--- src/rtl/aes_128_round_ctrl.sv ---
// Purpose: round sequencer for an iterative AES-128 datapath (load, ROUNDS rounds, hold result).
// Latency: block accepted at edge T runs rounds at edges T+1..T+ROUNDS; out_valid from T+ROUNDS.
// Backpressure: out_ready low holds the result in DONE; in_ready low during ROUND and stalled DONE.
module aes_128_round_ctrl #(
    parameter int ROUNDS = 10,
    parameter int CNT_W  = 16
) (
    input  logic             clk,
    input  logic             rst_n,
    input  logic             in_valid,
    output logic             in_ready,
    output logic             out_valid,
    input  logic             out_ready,
    output logic             dp_load,
    output logic             dp_round_en,
    output logic             dp_skip_mix,
    output logic [3:0]       round,
    output logic [7:0]       rcon,
    output logic             busy,
    output logic [CNT_W-1:0] blk_cnt
);

    typedef enum logic [1:0] {
        IDLE  = 2'd0,
        ROUND = 2'd1,
        DONE  = 2'd2
    } state_t;

    localparam logic [3:0] LAST_ROUND = 4'(ROUNDS);

    state_t           state_q, state_d;
    logic [3:0]       round_q, round_d;
    logic [7:0]       rcon_q, rcon_d;
    logic [CNT_W-1:0] blk_cnt_q;
    logic             accept;
    logic             handoff;

    // GF(2^8) doubling used to step the key-expansion round constant.
    function automatic logic [7:0] xtime(input logic [7:0] b);
        return {b[6:0], 1'b0} ^ (b[7] ? 8'h1B : 8'h00);
    endfunction

    // Handshake decode; in_ready is forced low while reset is asserted.
    always_comb begin
        in_ready = rst_n & ((state_q == IDLE) | ((state_q == DONE) & out_ready));
        accept   = in_valid & in_ready;
        handoff  = (state_q == DONE) & out_ready;
    end

    // Next-state, round index and round constant sequencing.
    always_comb begin
        state_d = state_q;
        round_d = round_q;
        rcon_d  = rcon_q;
        case (state_q)
            IDLE: begin
                if (accept) begin
                    state_d = ROUND;
                    round_d = 4'd1;
                    rcon_d  = 8'h01;
                end
            end
            ROUND: begin
                if (round_q == LAST_ROUND) begin
                    state_d = DONE;
                    round_d = 4'd0;
                    rcon_d  = 8'h00;
                end else begin
                    round_d = round_q + 4'd1;
                    rcon_d  = xtime(rcon_q);
                end
            end
            DONE: begin
                if (handoff) begin
                    if (accept) begin
                        // Back-to-back: the next block loads in the handoff cycle.
                        state_d = ROUND;
                        round_d = 4'd1;
                        rcon_d  = 8'h01;
                    end else begin
                        state_d = IDLE;
                    end
                end
            end
            default: begin
                state_d = IDLE;
                round_d = 4'd0;
                rcon_d  = 8'h00;
            end
        endcase
    end

    // State registers; reset wins over any accept or handoff in the same cycle.
    always_ff @(posedge clk) begin
        if (!rst_n) begin
            state_q <= IDLE;
            round_q <= 4'd0;
            rcon_q  <= 8'h00;
        end else begin
            state_q <= state_d;
            round_q <= round_d;
            rcon_q  <= rcon_d;
        end
    end

    // Completed-block counter, wraps freely.
    always_ff @(posedge clk) begin
        if (!rst_n) begin
            blk_cnt_q <= '0;
        end else if (handoff) begin
            blk_cnt_q <= blk_cnt_q + CNT_W'(1);
        end
    end

    // Datapath strobes and status outputs.
    always_comb begin
        dp_load     = accept;
        dp_round_en = (state_q == ROUND);
        dp_skip_mix = (state_q == ROUND) & (round_q == LAST_ROUND);
        out_valid   = (state_q == DONE);
        busy        = (state_q == ROUND) | (state_q == DONE);
        round       = round_q;
        rcon        = rcon_q;
        blk_cnt     = blk_cnt_q;
    end

endmodule

--- config.mk ---
export PLATFORM = sky130hd
export DESIGN_NAME = aes_128_round_ctrl
export DESIGN_NICKNAME = d
export VERILOG_FILES = /design/src/rtl/aes_128_round_ctrl.sv
export SDC_FILE = /design/constraint.sdc
export NUM_CORES = 1
export LEC_CHECK = 0
export CAP_MARGIN = 20
export CELL_PAD_IN_SITES_DETAIL_PLACEMENT = 0
export CELL_PAD_IN_SITES_GLOBAL_PLACEMENT = 2
export CORE_ASPECT_RATIO = 2
export CORE_UTILIZATION = 29
export CTS_BUF_LIST = sky130_fd_sc_hd__clkbuf_8
export CTS_CLUSTER_DIAMETER = 80
export DETAILED_ROUTE_END_ITERATION = 8
export PLACE_DENSITY_LB_ADDON = 0.1
export SYNTH_ARGS = -nofsm -noshare
export SYNTH_HDL_FRONTEND = slang
export SYNTH_SLANG_ARGS = --single-unit
export TNS_END_PERCENT = 5
--- constraint.sdc ---
create_clock -name clk -period 1.8 [get_ports clk]
set_input_delay 0.27 -clock clk [delete_from_list [all_inputs] [get_ports clk]]
set_output_delay 0.27 -clock clk [all_outputs]
set_load 0.02 [all_outputs]
==> results.sh, run 1 <==
export IMPL_clock_insertion_delay_worst_skew_ns=0.28
export IMPL_cts_htree_levels=2
export IMPL_syn_mean_instance_area_um2=8.39
export IMPL_grt_met2_usage=0.308
export IMPL_drcViolationCount=0
export IMPL_finalNonFillerCells=292
export IMPL_number_of_antenna_cells_inserted=0
export IMPL_initial_utilization=0.302
export IMPL_via_count=1445
export IMPL_num_rows=36
export IMPL_min_delay_path_class="reg2reg"
export IMPL_grt_total_usage=0.163
export IMPL_layout_nets=245
export IMPL_post_route_util=0.437
export IMPL_holdBufCountCts=0
export IMPL_cts_inserted_buffers=5
export IMPL_synthesis_area_mm2=0.00149
export IMPL_design_power_total_w=0.00178
export IMPL_grt_first_pass_wirelength_mm=6.59
export IMPL_rrSetupSlack_ns=0.06
export IMPL_unique_masters_post_synth=33
export IMPL_grt_start_max_net_pins=19
export IMPL_number_of_synthesis_warnings=0
export IMPL_tritoncts_clock_tree="done"
export IMPL_end_kind="register"
export IMPL_grt_overflow_total=0
export IMPL_final_max_slew_viols=0
export IMPL_post_cts_repair_setup_buffers=0
export IMPL_fmaxAchievable_mhz=575
export IMPL_die_w_um=52.6
export IMPL_status="complete, no violations"
export IMPL_critPathLaunchType="register"
export IMPL_power_density_mw_per_mm2=828
export IMPL_grt_use_met3=0.0365
export IMPL_final_number_of_setup_violating_endpoints=0
export IMPL_drtAntennaViolNets=0
export IMPL_xor_and_xnor_fraction_of_the_mapped_netlist_area=0.0826
export IMPL_route_final_wire_length_mm=3.90
export IMPL_grt_busiest_layer="met2"
export IMPL_post_route_period_util=0.967
export IMPL_layout_setup_ws_ns=0.0600
export IMPL_synth_mux_area_fraction=0.0202
export IMPL_synth_seq_area_share=0.404
export IMPL_yosys_area_share_simple=0.275
export IMPL_postSynthCellCount=177
export IMPL_drt_wirelength_per_cell_um=13.3
export IMPL_layout_area_overhead_vs_synth_pct=44.3
export IMPL_clock_tree_buffer_depth=2
export IMPL_critical_path_required_ns=1.97
export IMPL_finalHoldViolations=0
export IMPL_core_area_mm2=0.00491
export IMPL_post_dp_hpwl_mm=2.97
export IMPL_fin_crit_ns=1.74
export IMPL_final_cell_mix="clkdlybuf4s50_1 (31), dfxtp_1 (30), buf_4 (21)"
export IMPL_placed_cells_incl_taps=284
export IMPL_vdd_drop_max_v=0.000549
export IMPL_die_height_um=103
export IMPL_yosys_register_bits=30
export IMPL_postSynthNetCount=188
export IMPL_largest_family_of_logic_cells_by_synthesized_area="simple AND/OR/NAND/NOR gates"
export IMPL_fin_worst_skew_ns=0.00743
export IMPL_complex_gate_fraction_of_the_synthesized_area=0.108
export IMPL_synthDominantAreaCellType="dfxtp_1"
export IMPL_setup_worst_path_class="reg2reg"
export IMPL_synth_top_area_frac=0.404
export IMPL_synthAdderAreaFrac=0.0590
export IMPL_max_cap_viol=0
export IMPL_static_leakage_power_nw=0.866
export IMPL_post_synth_main_area_contributors="dfxtp_1 (40%), xor2_1 (7.7%), ha_1 (5.9%), a21oi_1 (4.7%), nand2_1 (4.5%)"
export IMPL_floorplan_die_area_mm2=0.00543
export IMPL_slew_limit_headroom=0.738
export IMPL_fraction_of_layout_cells_with_a_size_suffix_above_1=0.166
export IMPL_root_buffer="clkbuf_8"
export IMPL_critical_path_max_fanout=7
export IMPL_io_buffers=37
export IMPL_clkSinkCount=30
export IMPL_route_detailed_vias_per_inst=4.95
export IMPL_initial_antenna_violation_count=0
export IMPL_critical_path_arrival_ns=1.91
export IMPL_dp_slack_ns=-0.237
export IMPL_design_portCount=38
export IMPL_setup_total_negative_slack_ns=0
export IMPL_dr_first_iter_drc_count=17
export IMPL_worstMarginPinSlew_ns=0.393
export IMPL_gp_routability_congestion=0.776
export IMPL_global_route_usage_met1=0.167
export IMPL_grt_pass1_vias=1480
export IMPL_clkTransAtPathRegs_ns=0.07
export IMPL_fillCellCount=519
export IMPL_drt_pass1_iterations=6
export IMPL_grt_setup_unrepaired="true"
export IMPL_mostFrequentLayoutCell="clkdlybuf4s50_1"
==> cells by family (layout without fill, tap and decap cells) <==
kind of cell	after synthesis	after routing
AND/OR/NAND/NOR	77	77
flip-flops	30	30
AO/OA/AOI/OAI	29	29
buffers and inverters	17	75
XOR/XNOR	14	14
adder cells (fa/ha/maj)	7	7
multiplexers	3	3
==> flip-flops by register name, indices dropped and copies added, names as in the netlist <==
name	count
blk_cnt	16
round	4
state_q	2
rcon	8
==> per-layer routing <==
metal | part of all wire | wire (µm)
met5 | 0 | 0
met4 | 0.015 | 59
met3 | 0.032 | 123
met2 | 0.57 | 2220
met1 | 0.38 | 1490
==> cells in the mapped netlist <==
| cell | count |
|---|---|
| a21boi_0 | 1 |
| a21oi_1 | 14 |
| a221oi_1 | 1 |
| a31o_2 | 1 |
| a31oi_1 | 2 |
| and2_1 | 2 |
| and2b_2 | 1 |
| and3_1 | 2 |
| and3b_1 | 1 |
| and4_1 | 2 |
| and4_2 | 1 |
| buf_2 | 3 |
| buf_6 | 1 |
| clkbuf_1 | 5 |
| dfxtp_1 | 30 |
| ha_1 | 7 |
| inv_1 | 8 |
| mux2i_1 | 3 |
| nand2_1 | 18 |
| nand2b_1 | 2 |
| nand3_1 | 13 |
| nand3b_1 | 2 |
| nand4_1 | 5 |
| nand4_4 | 1 |
| nand4b_1 | 1 |
| nor2_1 | 16 |
| nor2b_1 | 3 |
| nor3_1 | 4 |
| o21a_1 | 1 |
| o21ai_0 | 9 |
| or3_1 | 3 |
| xnor2_1 | 1 |
| xor2_1 | 13 |
==> through the flow <==
stage	hold slack [ns]	instance area [µm²]
global placement	0.459	2060
CTS	0.475	2150
floorplan	0.408	1490
finish	0.472	2140
global route	0.497	2140
detailed placement	0.464	2060
==> what timing repair did <==
item,4_1_cts,5_1_grt
endpoints found under the setup margin,6,3
gates resized for setup,13,2
pin swaps,0,0
hold endpoints to repair,0,0
cloned,0,0
==> power breakdown <==
part           leakage, nW  internal, W  switching [W]
Combinational        0.576     0.000216       0.000267
Sequential           0.242     0.000689      0.0000194
Clock               0.0472     0.000307       0.000277
==> worst max-delay path, cell delays in order (launching register included) <==
cell and delay (ns):
dfxtp_1 0.34, inv_1 0.08, ha_1 0.20, buf_4 0.15
and2b_2 0.20, a221oi_1 0.34, mux2i_1 0.26, nor2_1 0.07
==> final cells by class <==
cell class	instances	area (µm²)	share of cell area
Clock buffer	6	82.6	0.0385
Sequential cell	30	601	0.280
Inverter	8	30.0	0.0140
Clock inverter	2	12.5	0.00584
Timing Repair Buffer	59	529	0.247
Tap cell	57	71.3	0.0333
Multi-Input combinational cell	130	817	0.381
==> worst paths after layout <==
path | startpoint | to | cells past startpoint
worst max-delay path | state_q[0]$_SDFFE_PN0P_ | state_q[1]$_SDFFE_PN0P_ | 7
worst min-delay path | rcon[4]$_SDFFE_PN0P_ | rcon[4]$_SDFFE_PN0P_ | 2
worst max register to register | state_q[0]$_SDFFE_PN0P_ | state_q[1]$_SDFFE_PN0P_ | 7
worst min register to register | rcon[4]$_SDFFE_PN0P_ | rcon[4]$_SDFFE_PN0P_ | 2
Power figures use the tool's default switching activity.
==> run 2, diff against run 1 <==
- ABC_AREA: not set -> 1
- CORE_UTILIZATION: 29 -> 27
- RECOVER_POWER: not set -> 25
==> run 2 against run 1 <==
Clock power shrank 3.8%. Combinational power shrank 41%. Largest power group unchanged. Synthesized cell count grew 36%. Core utilization shrank 4.2 points. Clock skew shrank 0.0031 ns. Die area grew 16%. Critical path type is now reg2out. Wire length grew 12%. Global-route usage shrank 0.81 points. Critical endpoint is now dp_skip_mix. Worst hold slack lost 0.0070 ns. Setup slack gained 0.069 ns.
==> results.sh, run 2 <==
export IMPL_fin_crit_ns=1.67
export IMPL_syn_mean_instance_area_um2=6.70
export IMPL_dp_slack_ns=-0.181
export IMPL_grt_overflow_total=0
export IMPL_initial_antenna_violation_count=0
export IMPL_critical_path_max_fanout=2
export IMPL_die_height_um=111
export IMPL_root_buffer="clkbuf_8"
export IMPL_synthDominantAreaCellType="dfxtp_1"
export IMPL_num_rows=39
export IMPL_min_delay_path_class="reg2reg"
export IMPL_fraction_of_layout_cells_with_a_size_suffix_above_1=0.126
export IMPL_post_route_util=0.395
export IMPL_gp_routability_congestion=0.842
export IMPL_floorplan_die_area_mm2=0.00629
export IMPL_grt_pass1_vias=1702
export IMPL_clock_tree_buffer_depth=2
export IMPL_synth_top_area_frac=0.373
export IMPL_design_portCount=38
export IMPL_grt_setup_unrepaired="false"
export IMPL_core_area_mm2=0.00571
export IMPL_grt_total_usage=0.155
export IMPL_cts_inserted_buffers=5
export IMPL_finalHoldViolations=0
export IMPL_drt_wirelength_per_cell_um=12.1
export IMPL_synth_seq_area_share=0.373
export IMPL_io_buffers=37
export IMPL_cts_htree_levels=2
export IMPL_fin_worst_skew_ns=0.00437
export IMPL_clkSinkCount=30
export IMPL_final_max_slew_viols=0
export IMPL_postSynthCellCount=240
export IMPL_grt_start_max_net_pins=17
export IMPL_synthesis_area_mm2=0.00161
export IMPL_end_kind="output pin"
export IMPL_drcViolationCount=0
export IMPL_initial_utilization=0.282
export IMPL_setup_worst_path_class="reg2out"
export IMPL_drt_pass1_iterations=4
export IMPL_drtAntennaViolNets=0
export IMPL_route_detailed_vias_per_inst=4.48
export IMPL_layout_nets=311
export IMPL_via_count=1622
export IMPL_static_leakage_power_nw=1.04
export IMPL_number_of_synthesis_warnings=0
export IMPL_die_w_um=56.6
export IMPL_clkTransAtPathRegs_ns=0.07
export IMPL_fmaxAchievable_mhz=598
export IMPL_synth_most_common_cell="nand2_1"
export IMPL_vdd_drop_max_v=0.000431
export IMPL_status="complete, no violations"
export IMPL_tritoncts_clock_tree="done"
export IMPL_synth_enable_flop_cells=0
export IMPL_unique_masters_post_synth=23
export IMPL_max_reg_flops=16
export IMPL_critical_path_required_ns=1.53
export IMPL_worstMarginPinSlew_ns=0.298
export IMPL_layout_area_overhead_vs_synth_pct=40.0
export IMPL_number_of_antenna_cells_inserted=0
export IMPL_critPathLaunchType="register"
export IMPL_clock_insertion_delay_worst_skew_ns=0.28
export IMPL_layout_setup_ws_ns=0.129
export IMPL_yosys_register_bits=30
export IMPL_power_density_mw_per_mm2=692
export IMPL_post_synth_main_area_contributors="dfxtp_1 (37%), nand2_1 (12%), nor2_1 (10%), inv_1 (8.6%), ha_1 (5.4%)"
export IMPL_mostFrequentLayoutCell="nand2_1"
export IMPL_final_number_of_setup_violating_endpoints=0
export IMPL_design_area_mm2=0.00225
export IMPL_max_cap_viol=0
export IMPL_post_route_period_util=0.928
export IMPL_grt_first_pass_wirelength_mm=7.50
export IMPL_synthTopCellsByCount="nand2_1 (52), nor2_1 (43), inv_1 (37)"
export IMPL_holdBufCountCts=0
export IMPL_route_final_wire_length_mm=4.37
export IMPL_placed_area_mm2=0.00218
export IMPL_slew_limit_headroom=0.801
export IMPL_dr_first_iter_drc_count=31
export IMPL_critical_path_arrival_ns=1.40
export IMPL_postSynthNetCount=251
export IMPL_final_cell_mix="nand2_1 (53), nor2_1 (43), inv_1 (38)"
export IMPL_post_dp_hpwl_mm=3.41
export IMPL_synth_top_flop_cell="dfxtp_1"
export IMPL_synth_async_reset_ratio=0
-- run 2: power breakdown --
group / switching, W / internal [W]
clock: 0.000260 / 0.000302
combinational: 0.000165 / 0.000119
sequential: 0.0000202 / 0.000692
-- run 2: kinds of logic after synthesis --
kind of cell,synth area share
buf+inv,0.103
xor+xnor,0.0272
flops,0.373
fa+ha+maj,0.0544
simple gates,0.348
compound gates,0.0941
-- run 2: what timing repair did --
item,in CTS,in global routing
endpoints found under the hold margin,0,0
endpoints found under the setup margin,6,4
buffers inserted,0,0
resized for setup,8,4
-- run 2: final cells by class --
type,instances,area (µm²)
clock buffer,6,82.6
clock inverter,2,8.76
fill,645,3460
inverter,37,139
multi-input combinational,169,841
sequential,30,601
tap,61,76.3
timing repair buffer,57,505
-- run 2: worst paths after layout --
check                          startpoint                      end  slack (ns)  depth (start not counted)
setup / recovery    round[0]$_SDFFE_PN0P_              dp_skip_mix        0.13                          5
hold / removal    blk_cnt[6]$_SDFFE_PN0P_  blk_cnt[6]$_SDFFE_PN0P_        0.47                          2
setup reg to reg  state_q[0]$_SDFFE_PN0P_     rcon[1]$_SDFFE_PN0P_        0.19                          9
hold reg to reg   blk_cnt[6]$_SDFFE_PN0P_  blk_cnt[6]$_SDFFE_PN0P_        0.47                          2
-- run 2: layer usage --
layer / routed length [µm] / vias up / GRT usage
li1: - / 867 / -
met1: 1600 / 718 / 0.145
met2: 2530 / 29 / 0.308
met3: 112 / 8 / 0.0210
met4: 120 / 0 / 0.0764
met5: 0 / - / 0
-- run 2: critical path: stages, from the launching register on --
cell and delay [ns]:
dfxtp_1 0.31, inv_1 0.07, ha_1 0.20, nand3b_1 0.12, nor2_1 0.09, dlygate4sd2_1 0.33
-- run 2: metrics by stage --
stage	total power, W	TNS [ns]	instances	hold WS (ns)
floorplan	0.000894	0	240	0.473
global placement	0.00103	-0.427	354	0.452
detailed placement	0.00103	-0.311	354	0.462
CTS	0.00160	0	362	0.473
global route	0.00165	0	362	0.507
finish	0.00156	0	362	0.465
